**src/rtl/ps2_arrow_key_decoder.sv**
```systemverilog
// rtl/ps2_arrow_key_decoder.sv - PS/2 scan-code stream to frame-latched arrow-key held flags.
// Optional build macro KEY_LAST_WINS_EN: per-axis last-made key wins when both are active.
module ps2_arrow_key_decoder #(
  parameter logic [7:0] KEY_LEFT   = 8'h6B,
  parameter logic [7:0] KEY_RIGHT  = 8'h74,
  parameter logic [7:0] KEY_UP     = 8'h75,
  parameter logic [7:0] KEY_DOWN   = 8'h72,
  parameter int         PAUSE_SKIP = 7
) (
  input  logic       clk,
  input  logic       resetN,
  input  logic       startOfFrame,
  input  logic [7:0] rxByte,
  input  logic       rxValid,
  input  logic       rxError,
  output logic       leftPressed,
  output logic       rightPressed,
  output logic       upPressed,
  output logic       downPressed
);

  localparam logic [7:0] PFX_EXT   = 8'hE0;
  localparam logic [7:0] PFX_BRK   = 8'hF0;
  localparam logic [7:0] PFX_PAUSE = 8'hE1;

  typedef enum logic [1:0] {
    S_IDLE,
    S_EXT,
    S_BRK,
    S_SKIP
  } state_t;

  state_t     r_state, w_state_n;
  logic [7:0] r_cnt, w_cnt_n;
  logic [3:0] r_held, w_held_n;
  logic [3:0] r_seen, w_seen_n;
  logic [3:0] r_out, w_out_n;
  logic [3:0] w_key_oh;
  logic [3:0] w_active;
  logic       w_key_hit;
  logic       w_make;
  logic       w_break;

  // Bit order of all 4-bit key vectors: {down, up, right, left}.
  always_comb begin
    w_key_oh = 4'b0000;
    case (rxByte)
      KEY_LEFT:  w_key_oh = 4'b0001;
      KEY_RIGHT: w_key_oh = 4'b0010;
      KEY_UP:    w_key_oh = 4'b0100;
      KEY_DOWN:  w_key_oh = 4'b1000;
      default:   w_key_oh = 4'b0000;
    endcase
  end

  assign w_key_hit = |w_key_oh;

  always_comb begin
    w_state_n = r_state;
    w_cnt_n   = r_cnt;
    w_make    = 1'b0;
    w_break   = 1'b0;
    if (rxError) begin
      w_state_n = S_IDLE;
      w_cnt_n   = 8'd0;
    end else if (rxValid) begin
      case (r_state)
        S_IDLE: begin
          if (rxByte == PFX_EXT) begin
            w_state_n = S_EXT;
          end else if (rxByte == PFX_BRK) begin
            w_state_n = S_BRK;
          end else if (rxByte == PFX_PAUSE) begin
            w_state_n = S_SKIP;
            w_cnt_n   = 8'(PAUSE_SKIP);
          end else begin
            w_make = w_key_hit;
          end
        end
        S_EXT: begin
          if (rxByte == PFX_EXT) begin
            w_state_n = S_EXT;
          end else if (rxByte == PFX_BRK) begin
            w_state_n = S_BRK;
          end else begin
            w_make    = w_key_hit;
            w_state_n = S_IDLE;
          end
        end
        S_BRK: begin
          w_break   = w_key_hit;
          w_state_n = S_IDLE;
        end
        S_SKIP: begin
          w_cnt_n = r_cnt - 8'd1;
          if (r_cnt <= 8'd1) begin
            w_state_n = S_IDLE;
            w_cnt_n   = 8'd0;
          end
        end
        default: w_state_n = S_IDLE;
      endcase
    end
  end

  always_comb begin
    w_held_n = r_held;
    w_seen_n = r_seen;
    if (w_make) begin
      w_held_n = r_held | w_key_oh;
      w_seen_n = r_seen | w_key_oh;
    end else if (w_break) begin
      w_held_n = r_held & ~w_key_oh;
    end
  end

  // Seen keeps a sub-frame tap visible until the next latch even after its break.
  assign w_active = w_held_n | w_seen_n;

`ifdef KEY_LAST_WINS_EN
  logic r_last_h, w_last_h_n;
  logic r_last_v, w_last_v_n;

  always_comb begin
    w_last_h_n = r_last_h;
    w_last_v_n = r_last_v;
    if (w_make) begin
      if (w_key_oh[0]) w_last_h_n = 1'b0;
      if (w_key_oh[1]) w_last_h_n = 1'b1;
      if (w_key_oh[2]) w_last_v_n = 1'b0;
      if (w_key_oh[3]) w_last_v_n = 1'b1;
    end
  end

  always_comb begin
    w_out_n    = w_active;
    w_out_n[0] = w_active[0] & ~(w_active[1] &  w_last_h_n);
    w_out_n[1] = w_active[1] & ~(w_active[0] & ~w_last_h_n);
    w_out_n[2] = w_active[2] & ~(w_active[3] &  w_last_v_n);
    w_out_n[3] = w_active[3] & ~(w_active[2] & ~w_last_v_n);
  end

  always_ff @(posedge clk or negedge resetN) begin
    if (!resetN) begin
      r_last_h <= 1'b0;
      r_last_v <= 1'b0;
    end else begin
      r_last_h <= w_last_h_n;
      r_last_v <= w_last_v_n;
    end
  end
`else
  assign w_out_n = w_active;
`endif

  always_ff @(posedge clk or negedge resetN) begin
    if (!resetN) begin
      r_state <= S_IDLE;
      r_cnt   <= 8'd0;
      r_held  <= 4'b0000;
      r_seen  <= 4'b0000;
      r_out   <= 4'b0000;
    end else begin
      r_state <= w_state_n;
      r_cnt   <= w_cnt_n;
      r_held  <= w_held_n;
      if (startOfFrame) begin
        r_out  <= w_out_n;
        r_seen <= 4'b0000;
      end else begin
        r_seen <= w_seen_n;
      end
    end
  end

  assign leftPressed  = r_out[0];
  assign rightPressed = r_out[1];
  assign upPressed    = r_out[2];
  assign downPressed  = r_out[3];

endmodule

```
**config.mk**
```make
export PLATFORM = sky130hd
export DESIGN_NAME = ps2_arrow_key_decoder
export DESIGN_NICKNAME = d
export VERILOG_FILES = /design/src/rtl/ps2_arrow_key_decoder.sv
export SDC_FILE = /design/constraint.sdc
export NUM_CORES = 1
export LEC_CHECK = 0
export ABC_AREA = 0
export ABC_CLOCK_PERIOD_IN_PS = 2110
export CAP_MARGIN = 20
export CORE_MARGIN = 2
export CORE_UTILIZATION = 53
export DETAILED_ROUTE_END_ITERATION = 8
export HOLD_SLACK_MARGIN = 0.15
export PLACE_DENSITY_LB_ADDON = 0.1
export SLEW_MARGIN = 15
export SYNTH_ARGS = -nofsm -noshare
export SYNTH_HDL_FRONTEND = slang
export SYNTH_SLANG_ARGS = --single-unit
```
**constraint.sdc**
```tcl
create_clock -name clk -period 2.11 [get_ports clk]
set_clock_uncertainty 0.15 [all_clocks]
set_input_delay 0.422 -clock clk [delete_from_list [all_inputs] [get_ports clk]]
set_output_delay 0.422 -clock clk [all_outputs]
set_load 0.02 [all_outputs]
```
[Yosys cells after proc, flatten, opt, wreduce, memory -nomap -nowiden]
Index checks and enable logic that the tools add are counted.
Storage, ports and cells
  flip-flop bits (word level): 22
  input bits: 13
  output and inout bits: 4
  word-level logic and storage cells: 65
Cells by class
  $add $sub $neg: 1
  magnitude comparators: 1
  eq/ne operators: 15
  multiplexer cells: 32
  bitwise logic cells: 5
  reductions and logical operators: 6
Operators by type and width (number)
  $mux W8: 6
  $eq A8 B7 Y1 const B: 4
  $eq A8 B8 Y1 const B: 3
  $mux W2: 8
  $mux W4: 4
  $pmux W4 S4: 1
  $pmux W8 S2: 1
  $ne A3 B3 Y1 const B: 4
  $or A4 B4 Y4: 3
  $mux W1: 10
  $le A8 B1 Y1 const B: 1
  $pmux W2 S4: 1
  $sub A8 B1 Y8 const B: 1
  $ne A5 B5 Y1 const B: 1
  $reduce_and A5 Y1: 1
  $and A4 B4 Y4: 1
  $eq A2 B2 Y1 const B: 2
  $not A4 Y4: 1
  $reduce_or A4 Y1: 1
  $reduce_and A3 Y1: 1
  $reduce_bool A3 Y1: 1
  $eq A2 B1 Y1 const B: 1
  $logic_not A2 Y1: 1
  $pmux W1 S2: 1
  $reduce_bool A2 Y1: 1

[Longest topological paths before layout]
  depth after elaboration: 11
  gate-level depth with buffers: 6
  mapped depth without buffers: 6

[Worst setup path after synthesis]
Ideal clock, no wire load.
  path kind: register to register
  from: register r_cnt[4]
  to: register r_cnt[5]
  arrival: 1692 ps
  required time: 1896 ps
  slack: 204 ps
  cell stages (with the launch flop): 6
  buffers on the path: 1
  period minus slack after synthesis: 1906 ps
  cell sequence: dfrtp_1 > or3_1 > clkbuf_2 > or4_1 > a221oi_1 > a21o_1
Between the ends
  word-level cells in the longest chain between the ends: 5
Ends and longest elaborated chain
  start: declaration: RTL line 34  | logic [7:0] r_cnt, w_cnt_n;
  start signal: assignment: RTL line 165  | r_cnt <= w_cnt_n;
  $sub A8 B1 Y8 or $le A8 B1 Y1 (tied branches): RTL line 95, 96
  $mux W8 (*): RTL line 96  | if (r_cnt <= 8'd1) begin
  $pmux W8 S2 (*): RTL line 67  | case (r_state)
  $mux W8 (*): RTL line 66  | end else if (rxValid) begin
  $mux W8 (*): RTL line 63  | if (rxError) begin
Mark *: on every way between the ends. The rest lies on a longest branch, timed or not. The select of a mux whose other input is x is not followed.
A chain may end at the register's enable or synchronous reset.

[Final worst setup path]
  from: register r_cnt[3]
  to: register r_cnt[5]
Same word-level chain as after synthesis.

==> flow_metrics.py <==
metrics = {
    "power_and_ir_drop": {
        "totalPowerFinal_mw": 0.854,
        "power_density_nw_per_um2": 531,
        "max-vdd-ir-drop_mv": 0.366,
        "cellLeakagePower_nw": 0.701,
    },
    "routing": {
        "first_iter_violations": 82,
        "ant_nets": 0,
        "vias": 1262,
        "drt-pass1-iter-count": 4,
        "wl_per_cell_um": 15.9,
        "drcViolationCount": 0,
        "drt-total-wl_um": 3180,
        "via_per_inst": 6.31,
    },
    "grt": {
        "grtUsageTotal_pct": 26.8,
        "grt.overflow.total": 0,
        "grt_pass1_vias": 1154,
        "grt_pass1_wl_um": 5420,
        "grt_start_max_net_pins": 23,
        "antenna_found_initial": 0,
    },
    "placed_design": {
        "dpl_worst_slack_ns": -0.224,
        "dp.cells": 196,
        "port-buffer-count": 16,
        "routabilityCongestion": 0.959,
        "hpwlAfterDp_um": 2400,
        "placedInstanceArea_um2": 1570,
    },
    "setup_path": {
        "cp_slowest_stage_delay_ns": 0.50,
        "critPathArrivalTime_ns": 2.14,
        "cp.required_ns": 2.22,
        "worstPathCellList": "or3_1 > or4_1 > a221oi_1 > a21o_1",
        "critPathMaxFanout": 7,
        "cp-start-kind": "flip-flop",
        "endpoint_kind": "flip-flop",
        "slowest_stage": "or4_1",
        "path_class": "reg2reg",
    },
    "floorplan": {
        "die_height_um": 53.0,
        "initial_core_util_pct": 57.0,
        "die_x_um": 53.0,
        "core_area_um2": 2230,
        "dieArea_um2": 2810,
        "rows": 17,
        "io_pins": 17,
    },
    "logic_synthesis": {
        "syn-num-nets": 154,
        "yosys.cell_types.count": 40,
        "ys_async_sr_fraction_pct": 100,
        "syn_avg_cell_area_um2": 9.16,
        "synth-seq-cells": 22,
        "synth_ff_type": "dfrtp_1",
        "syn-cell-area_um2": 1270,
        "syn_inst": 139,
        "ys_seq_area_share_pct": 43.2,
        "synth_edf_count": 0,
        "ys_warn_count": 0,
    },
    "timing": {
        "finalWorstSetupSlack_ns": 0.0806,
        "final.setup.tns_ns": 0,
        "period_minus_slack_ns": 2.03,
        "rsz0062_at_grt": "false",
        "max_freq_mhz": 493,
        "finalMaxSlewViolations": 0,
        "hold_viol_final": 0,
        "slew-limit-headroom_pct": 70.9,
        "setup_viol": 0,
        "timing.final.crit_share_pct": 96.2,
        "worst_pin_slew_ns": 0.435,
        "hold_ws_ns": 0.302,
    },
    "run_status": {
        "outcome": "finished, final reports clean",
    },
    "clock_tree": {
        "cts_tree": "yes",
        "cts_root_buf": "clkbuf_4",
        "clkSinkCount": 22,
        "htreeDepth": 1,
        "clkTransAtPathRegs_ns": 0.13,
        "clock_path_buffers": 2,
        "cts_buffers": 3,
        "insertion_delay_ns": 0.31,
        "cts_setup_buffers": 0,
    },
    "final_layout": {
        "final_area_um2": 1610,
        "final_nets": 188,
        "final_layout_size_suffix_gt1_share_pct": 15.7,
        "final_util_pct": 72.0,
        "final_cell_mix": "22 x dfrtp_1, 18 x buf_4, 16 x clkdlybuf4s50_1, 15 x nor2_1",
        "layout.cells.most_common": "dfrtp_1",
        "diodes": 0,
        "stdcell_count": 200,
        "area_growth_pct": 26.3,
    },
    "worst_hold_path": {
        "min_path_type": "in2async",
    },
    "flow_run": {
        "maxCapViolations": 0,
    },
}
report_power, final:
part / internal [mW] / switching (mW) / total (mW)
Clock: 0.105 / 0.133 / 0.239
Combinational: 0.0825 / 0.0848 / 0.167
Sequential: 0.437 / 0.0116 / 0.448
Total: 0.625 / 0.230 / 0.854
repair_timing:
| action | 4_1_cts | 5_1_grt |
|---|---|---|
| setup endpoints to repair | 0 | 3 |
| gates resized for setup | 0 | 2 |
| hold buffers | 0 | 0 |
metal layers:
| layer | vias to the layer above | global-route usage [%] | share of wire (%) |
|---|---|---|---|
| met5 | - | 0 | 0 |
| met3 | 6 | 2.54 | 4.1 |
| met1 | 617 | 39.4 | 48 |
| met4 | 0 | 7.69 | 1.3 |
| li1 | 595 | - | - |
| met2 | 44 | 41.7 | 47 |
synthesized netlist by cell type (3+ instances only):
| cell | number | share of area [%] |
|---|---|---|
| nand2_1 | 5 | 1.5 |
| dfrtp_1 | 22 | 43 |
| nand3b_1 | 3 | 1.8 |
| o21ai_0 | 7 | 2.8 |
| o31ai_1 | 9 | 5.3 |
| nand3_1 | 4 | 1.6 |
| a21oi_1 | 5 | 2.0 |
| nor2_1 | 15 | 4.4 |
| a21o_1 | 3 | 1.8 |
| nor3_1 | 5 | 2.0 |
| a31oi_1 | 7 | 3.4 |
| or2_2 | 3 | 1.5 |
| inv_1 | 9 | 2.7 |
area by class of cell:
type	count	area (um^2)
clock buffer	4	36.3
fill	173	624
inverter	9	33.8
multi-input combinational	103	658
sequential	22	551
tap	28	35.0
timing repair buffer	34	295
logic make-up after synthesis:
logic type | synth area share [%]
buffers and inverters | 5.50
XOR/XNOR | 0.688
adder cells (fa/ha/maj) | 1.96
AND/OR/NAND/NOR | 23.3
AO/OA/AOI/OAI | 25.3
flip-flops | 43.2
registers in the layout, summed over array words and instances (netlist names):
| name | count |
|---|---|
| r_cnt | 8 |
| r_held | 4 |
| r_out | 4 |
| r_seen | 4 |
| r_state | 2 |
worst paths after layout:
kind | start | slack [ns] | depth (start not counted) | end
min | resetN | 0.30 | 2 | r_cnt[4]$_DFFE_PN0P_
max reg2reg | r_cnt[3]$_DFFE_PN0P_ | 0.08 | 4 | r_cnt[5]$_DFFE_PN0P_
max | r_cnt[3]$_DFFE_PN0P_ | 0.08 | 4 | r_cnt[5]$_DFFE_PN0P_
min reg2reg | r_seen[1]$_DFF_PN0_ | 0.36 | 2 | r_seen[1]$_DFF_PN0_
max in group asynchronous | resetN | 1.29 | 2 | r_seen[1]$_DFF_PN0_
min in group clk | r_seen[1]$_DFF_PN0_ | 0.36 | 2 | r_seen[1]$_DFF_PN0_
critical path: cells and delay by family, from the launching register on:
family | cells | cell delay [ns]
simple gates | 2 | 0.98
flops | 1 | 0.46
compound gates | 2 | 0.40
Power figures use the tool's default switching activity.
